===== src/rtl/lut_multiplier_seq_nb_if.sv =====
`default_nettype none
// ============================================================================
// Module   : lut_multiplier_seq_nb_if
// Brief    : start/busy/done handshake and operand/result bus of the
//            sequential LUT multiplier.
// Revision : 1.0 - initial release
// ============================================================================
interface lut_multiplier_seq_nb_if #(
    parameter int A_WIDTH = 32,
    parameter int B_WIDTH = 8
);
    localparam int R_WIDTH = A_WIDTH + B_WIDTH;

    logic                 start_nb;
    logic [A_WIDTH-1:0]   source_a_nb;
    logic [B_WIDTH-1:0]   source_b_nb;
    logic                 busy_nb;
    logic                 done_nb;
    logic [R_WIDTH-1:0]   result_nb;

    modport master (
        output start_nb, source_a_nb, source_b_nb,
        input  busy_nb, done_nb, result_nb
    );

    modport slave (
        input  start_nb, source_a_nb, source_b_nb,
        output busy_nb, done_nb, result_nb
    );
endinterface
`default_nettype wire


===== src/rtl/lut_multiplier_seq_nb.sv =====
`default_nettype none
// ============================================================================
// Module   : lut_multiplier_seq_nb
// Brief    : Sequential unsigned multiplier, one 2-bit digit of B per clock,
//            digit products from a {0, A, 2A, 3A} LUT built once per operation.
//            Optional macro LUT_MULT_EARLY_EXIT_EN stops once the remaining
//            digits of B are all zero.
// Revision : 1.0 - initial release
// ============================================================================
module lut_multiplier_seq_nb #(
    parameter int A_WIDTH = 32,
    parameter int B_WIDTH = 8
) (
    input  wire logic               clk_nb,
    input  wire logic               reset_nb,
    lut_multiplier_seq_nb_if.slave  mul
);
    localparam int R_WIDTH  = A_WIDTH + B_WIDTH;
    localparam int N_DIGITS = B_WIDTH / 2;
    localparam int IDX_W    = (N_DIGITS > 1) ? $clog2(N_DIGITS) : 1;

    localparam logic [IDX_W-1:0] C_LAST_IDX = IDX_W'(N_DIGITS - 1);

    localparam logic [1:0] S_IDLE = 2'd0;
    localparam logic [1:0] S_LOAD = 2'd1;
    localparam logic [1:0] S_RUN  = 2'd2;
    localparam logic [1:0] S_DONE = 2'd3;

    if (A_WIDTH < 2) begin : g_chk_a_width
        $error("lut_multiplier_seq_nb: A_WIDTH must be >= 2");
    end
    if ((B_WIDTH < 2) || ((B_WIDTH % 2) != 0)) begin : g_chk_b_width
        $error("lut_multiplier_seq_nb: B_WIDTH must be even and >= 2");
    end

    logic [1:0]           state_q,  state_d;
    logic [A_WIDTH-1:0]   a_q,      a_d;
    logic [B_WIDTH-1:0]   b_q,      b_d;
    logic [R_WIDTH-1:0]   lut_q [4];
    logic [R_WIDTH-1:0]   lut_d [4];
    logic [R_WIDTH-1:0]   acc_q,    acc_d;
    logic [R_WIDTH-1:0]   result_q, result_d;
    logic [IDX_W-1:0]     idx_q,    idx_d;

    logic [IDX_W:0]       w_shift;
    logic [1:0]           w_digit;
    logic [R_WIDTH-1:0]   w_term;
    logic [R_WIDTH-1:0]   w_sum;
    logic                 w_last;

    // ------------------------------------------------------------------
    // State and datapath registers
    // ------------------------------------------------------------------
    always_ff @(posedge clk_nb) begin
        if (reset_nb) begin
            state_q  <= S_IDLE;
            a_q      <= '0;
            b_q      <= '0;
            lut_q    <= '{default: '0};
            acc_q    <= '0;
            result_q <= '0;
            idx_q    <= '0;
        end else begin
            state_q  <= state_d;
            a_q      <= a_d;
            b_q      <= b_d;
            lut_q    <= lut_d;
            acc_q    <= acc_d;
            result_q <= result_d;
            idx_q    <= idx_d;
        end
    end

    // Digit i carries weight 4^i, i.e. a left shift of 2i.
    always_comb begin
        w_shift = {idx_q, 1'b0};
        w_digit = b_q[w_shift +: 2];
        w_term  = lut_q[w_digit] << w_shift;
        w_sum   = acc_q + w_term;
    end

`ifdef LUT_MULT_EARLY_EXIT_EN
    logic [IDX_W+1:0] w_upper_shift;

    always_comb begin
        w_upper_shift = {1'b0, idx_q, 1'b0} + (IDX_W + 2)'(2);
        w_last        = (idx_q == C_LAST_IDX) || ((b_q >> w_upper_shift) == '0);
    end
`else
    always_comb begin
        w_last = (idx_q == C_LAST_IDX);
    end
`endif

    // ------------------------------------------------------------------
    // Next-state logic
    // ------------------------------------------------------------------
    always_comb begin
        state_d = state_q;
        case (state_q)
            S_IDLE:  if (mul.start_nb) state_d = S_LOAD;
            S_LOAD:  state_d = S_RUN;
            S_RUN:   if (w_last) state_d = S_DONE;
            S_DONE:  state_d = S_IDLE;
            default: state_d = S_IDLE;
        endcase
    end

    // ------------------------------------------------------------------
    // Datapath next values
    // ------------------------------------------------------------------
    always_comb begin
        a_d      = a_q;
        b_d      = b_q;
        lut_d    = lut_q;
        acc_d    = acc_q;
        result_d = result_q;
        idx_d    = idx_q;
        case (state_q)
            S_IDLE: begin
                if (mul.start_nb) begin
                    a_d = mul.source_a_nb;
                    b_d = mul.source_b_nb;
                end
            end
            S_LOAD: begin
                lut_d[0] = '0;
                lut_d[1] = R_WIDTH'(a_q);
                lut_d[2] = R_WIDTH'(a_q) << 1;
                lut_d[3] = (R_WIDTH'(a_q) << 1) + R_WIDTH'(a_q);
                acc_d    = '0;
                idx_d    = '0;
            end
            S_RUN: begin
                acc_d = w_sum;
                // Result is captured on the way into DONE so it is already
                // valid in the cycle done_nb is high.
                if (w_last) begin
                    result_d = w_sum;
                end else begin
                    idx_d = idx_q + IDX_W'(1);
                end
            end
            default: ;
        endcase
    end

    // ------------------------------------------------------------------
    // Outputs
    // ------------------------------------------------------------------
    always_comb begin
        mul.busy_nb   = (state_q == S_LOAD) || (state_q == S_RUN);
        mul.done_nb   = (state_q == S_DONE);
        mul.result_nb = result_q;
    end

endmodule
`default_nettype wire

===== src/flat_wrapper.sv =====
// flat-port wrapper written by rule: the top's interface ports become plain ports
module lut_multiplier_seq_nb_flat 
#(
    parameter int A_WIDTH = 32,
    parameter int B_WIDTH = 8
)
  (clk_nb, reset_nb, mul_start_nb, mul_source_a_nb, mul_source_b_nb, mul_busy_nb, mul_done_nb, mul_result_nb);
  lut_multiplier_seq_nb_if #(.A_WIDTH(A_WIDTH), .B_WIDTH(B_WIDTH)) mul_i ();
  input  wire logic clk_nb;
  input  wire logic reset_nb;
  input wire logic [$bits(mul_i.start_nb)-1:0] mul_start_nb;
  input wire logic [$bits(mul_i.source_a_nb)-1:0] mul_source_a_nb;
  input wire logic [$bits(mul_i.source_b_nb)-1:0] mul_source_b_nb;
  output wire logic [$bits(mul_i.busy_nb)-1:0] mul_busy_nb;
  output wire logic [$bits(mul_i.done_nb)-1:0] mul_done_nb;
  output wire logic [$bits(mul_i.result_nb)-1:0] mul_result_nb;
  assign mul_i.start_nb = mul_start_nb;
  assign mul_i.source_a_nb = mul_source_a_nb;
  assign mul_i.source_b_nb = mul_source_b_nb;
  assign mul_busy_nb = mul_i.busy_nb;
  assign mul_done_nb = mul_i.done_nb;
  assign mul_result_nb = mul_i.result_nb;
  lut_multiplier_seq_nb #(.A_WIDTH(A_WIDTH), .B_WIDTH(B_WIDTH)) u_core (.clk_nb(clk_nb), .reset_nb(reset_nb), .mul(mul_i));
endmodule

===== config.mk =====
export PLATFORM = sky130hd
export DESIGN_NAME = lut_multiplier_seq_nb_flat
export DESIGN_NICKNAME = d
export VERILOG_FILES = /design/src/rtl/lut_multiplier_seq_nb_if.sv /design/src/rtl/lut_multiplier_seq_nb.sv /design/src/flat_wrapper.sv
export SDC_FILE = /design/constraint.sdc
export NUM_CORES = 1
export LEC_CHECK = 0
export BUFFER_PORTS_ARGS = -buffer_cell sky130_fd_sc_hd__buf_4
export CORE_MARGIN = 2
export CORE_UTILIZATION = 56
export DETAILED_ROUTE_END_ITERATION = 16
export PLACE_DENSITY = 0.78
export SLEW_MARGIN = 10
export SYNTH_ARGS = -nofsm -noshare
export SYNTH_HDL_FRONTEND = slang
export SYNTH_SLANG_ARGS = --single-unit
export TNS_END_PERCENT = 30

===== constraint.sdc =====
create_clock -name clk_nb -period 4.25 [get_ports clk_nb]
set_clock_uncertainty 0.15 [all_clocks]
set_input_delay 0.6375 -clock clk_nb [delete_from_list [all_inputs] [get_ports clk_nb]]
set_output_delay 0.6375 -clock clk_nb [all_outputs]
set_load 0.005 [all_outputs]

==> summary.md <==
| Metric | Value |
|---|---|
| Status | `finished, final reports clean` |
| Comb pwr share | `32.8%` |
| Top cells by area, synth | `dfxtp_1 31%, mux2i_1 9.8%, ha_1 8.3%` |
| Antenna violations before repair | `0` |
| Layout cell share with drive strength beyond 1 | `22.3%` |
| Hold Path Class | `primary input to flip-flop` |
| GR Overflow Total | `0` |
| Fin. max-slew vios | `0` |
| Synth warnings | `0` |
| Register area share after synthesis | `31.4%` |
| Routability cong. | `0.958` |
| CTS tree | `done` |
| Critical path fanouts, max | `8` |
| Clock root buffer | `clkbuf_16` |
| Total power | `5.43 mW` |
| Hold Worst Slack | `0.295 ns` |
| Die Width | `151 µm` |
| Internal cell power | `3.44 mW` |
| Via count | `11,200` |
| Top-Level Pins | `85` |
| Hold_buf cts | `0` |
| Area growth from synthesis to layout | `20.8%` |
| Routed length per instance | `17.9 µm` |
| Pwr dens | `373 nW/µm²` |
| Sw Share | `36.7%` |
| Period utilization | `99.7%` |
| Final setup viols | `0` |
| Most frequent cells in the layout | `244 x nand2_1, 187 x dfxtp_1, 181 x buf_4` |
| Critical Path Start Type | `flip-flop` |
| Min Tclk post-route | `4.24 ns` |
| Fmax | `0.236 GHz` |
| Setup tns final | `0 ns` |
| Deepest clock path buffer count | `2` |
| Seq pwr share | `39.4%` |
| Clk_lat worst skew | `0.43 ns` |
| Top-area cell type share of the netlist area | `31.4%` |
| Ys async rst share | `0%` |
| Effective utilization at floorplan | `57.2%` |
| Number of diodes | `0` |
| CTS H-tree lvls | `4` |
| Final net count | `1,716` |
| Most used DFF post-synth | `dfxtp_1` |
| FF+latch count, synth | `189` |
| Commonest non-fill, non-tap cell in the layout | `nand2_1` |
| Cell accounting for the most synthesized area | `dfxtp_1` |
| RSZ-0062 raised after global routing | `true` |
| Peak VDD IR | `268 µV` |
| Worst reg-to-reg setup slack | `0.01 ns` |
| Die area | `22,700 µm²` |
| Pre-antenna DRT Iters | `5` |
| Critical Path RT | `4.46 ns` |
| Worst EP arrival | `4.45 ns` |
| Setup WS post-layout | `0.0149 ns` |
| Finished Layout Cells | `1,878` |
| Sink Count | `189` |
| Post-synth EDFFs | `0` |
| CTS Buf Count | `17` |
| Vias in the first global route | `10,400` |
| Mapped Cells | `1,483` |
| Core area | `21,100 µm²` |
| Leakage | `5.99 nW` |
| Post-Syn Area | `12,100 µm²` |
| Largest net degree at the start of global routing | `115` |
| Finished Cell Area | `14,600 µm²` |
| Critical Path Sink Type | `flip-flop` |
| Clock power share | `27.8%` |
| NetSw | `1.99 mW` |
| Die height | `151 µm` |
| Relative slew slack | `26.8%` |
| Layout Utilization | `69.1%` |
| Average cell area after synthesis | `8.13 µm²` |
| Pre-CTS WS | `-0.167 ns` |
| Inst Count DP | `1,835` |
| Via/cell ratio | `5.95` |
| Antenna viol nets, final | `0` |
| Crit path kind | `flip-flop to flip-flop` |
| Area after DPL | `13,400 µm²` |
| First-pass GRT wire length | `53,000 µm` |
| Detail Placement HPWL | `24,100 µm` |
| Final Hold Fails | `0` |
| Max-cap violations | `0` |
| Worst slew pin tran | `1.10 ns` |
| Post-synthesis net count | `1,608` |
| Row cnt | `53` |
| Tot GR Track Use | `29.2%` |
| DR iter-0 viols | `595` |
| Cell variety after synth | `84` |
| Clock slew at reported path FFs | `0.07 ns` |
| # port buffers | `84` |
| Residual DRC | `0` |
| Final WL | `33,500 µm` |
kinds of logic (layout without fill, tap and decap cells):
group / count (synthesis) / count (layout) / share of synthesized area, %
fa+ha+maj: 82 / 82 / 8.63
flops: 189 / 189 / 31.4
mux: 134 / 134 / 12.5
simple gates: 490 / 490 / 17.9
compound gates: 394 / 394 / 20.5
xor+xnor: 60 / 60 / 4.36
buf+inv: 134 / 254 / 4.67
power groups by stage:
| stage | clock (mW) | combinational, mW | sequential, mW |
|---|---|---|---|
| after detailed placement | 0 | 1.70 | 2.17 |
| after CTS | 1.53 | 1.71 | 2.13 |
| after global placement | 0 | 1.66 | 2.16 |
| after floorplan | 0 | 1.33 | 2.09 |
| after global routing | 1.59 | 1.95 | 2.16 |
| final | 1.51 | 1.78 | 2.14 |
layout make-up:
type	instances	area, µm²
fillers	1703	6520
clock inverters	10	81.3
repair buffers	190	1500
multi-input cells	1160	8290
flip-flops and latches	189	3790
clock buffers	21	450
well taps	275	344
inverters	33	124
repair_timing:
action                     in CTS  in global routing
setup endpoints to repair      22                 51
gates resized for setup        33                116
gates cloned                    0                  0
pin swaps                       4                 32
buffers inserted                0                 12
synth_stat cells (all sizes together) (4+ instances only):
master,n
nand2,248
and4,4
o21ai,76
a22o,13
nor2,118
o21a,6
or2,5
nand3,25
mux2i,118
o311ai,5
o21bai,8
a211oi,13
nor3b,7
nor2b,9
a31oi,18
o211ai,7
a21o,40
buf,27
nor3,14
and2,11
a31o,4
clkbuf,73
a21oi,153
and3,7
xnor2,37
nand2b,5
nand3b,4
a22oi,16
inv,32
ha,80
nand4,19
mux4,13
dfxtp,189
a221oi,4
xor2,23
per-layer routing:
metal / GRT usage, % / wire length, µm
met3: 4.00 / 1460
met4: 9.02 / 855
met1: 39.2 / 15600
met5: 0 / 0
met2: 48.7 / 15700
flip-flops by register name, summed over array words and instances, names as in the netlist:
signal and count:
u_core.lut_q 65, u_core.acc_q 40, u_core.mul.result_nb 40, u_core.a_q 32, u_core.b_q 8, u_core.idx_q 2, u_core.state_q 2
worst max-delay path, cell delays in order, from the launching register on:
cell	delay [ns]
dfxtp_2	0.34
mux4_2	0.56
buf_6	0.19
mux2i_2	0.24
o21ai_2	0.11
mux2i_2	0.28
o22ai_4	0.16
ha_4	0.31
o211ai_1	0.10
o211ai_1	0.31
a31oi_2	0.21
o211ai_1	0.32
a21oi_2	0.11
buf_4	0.17
o41ai_4	0.22
xnor2_1	0.18
nor2_1	0.07
nor2_1	0.12
path summary, 6_finish.rpt:
check	cells after the start	start	endpoint
setup / recovery	17	u_core.idx_q[0]	u_core.mul.result_nb[39]
hold / removal	3	mul_source_a_nb[2]	u_core.a_q[2]
setup reg to reg	17	u_core.idx_q[0]	u_core.mul.result_nb[39]
hold reg to reg	2	u_core.mul.result_nb[18]	u_core.mul.result_nb[18]
Power figures use the tool's default switching activity.
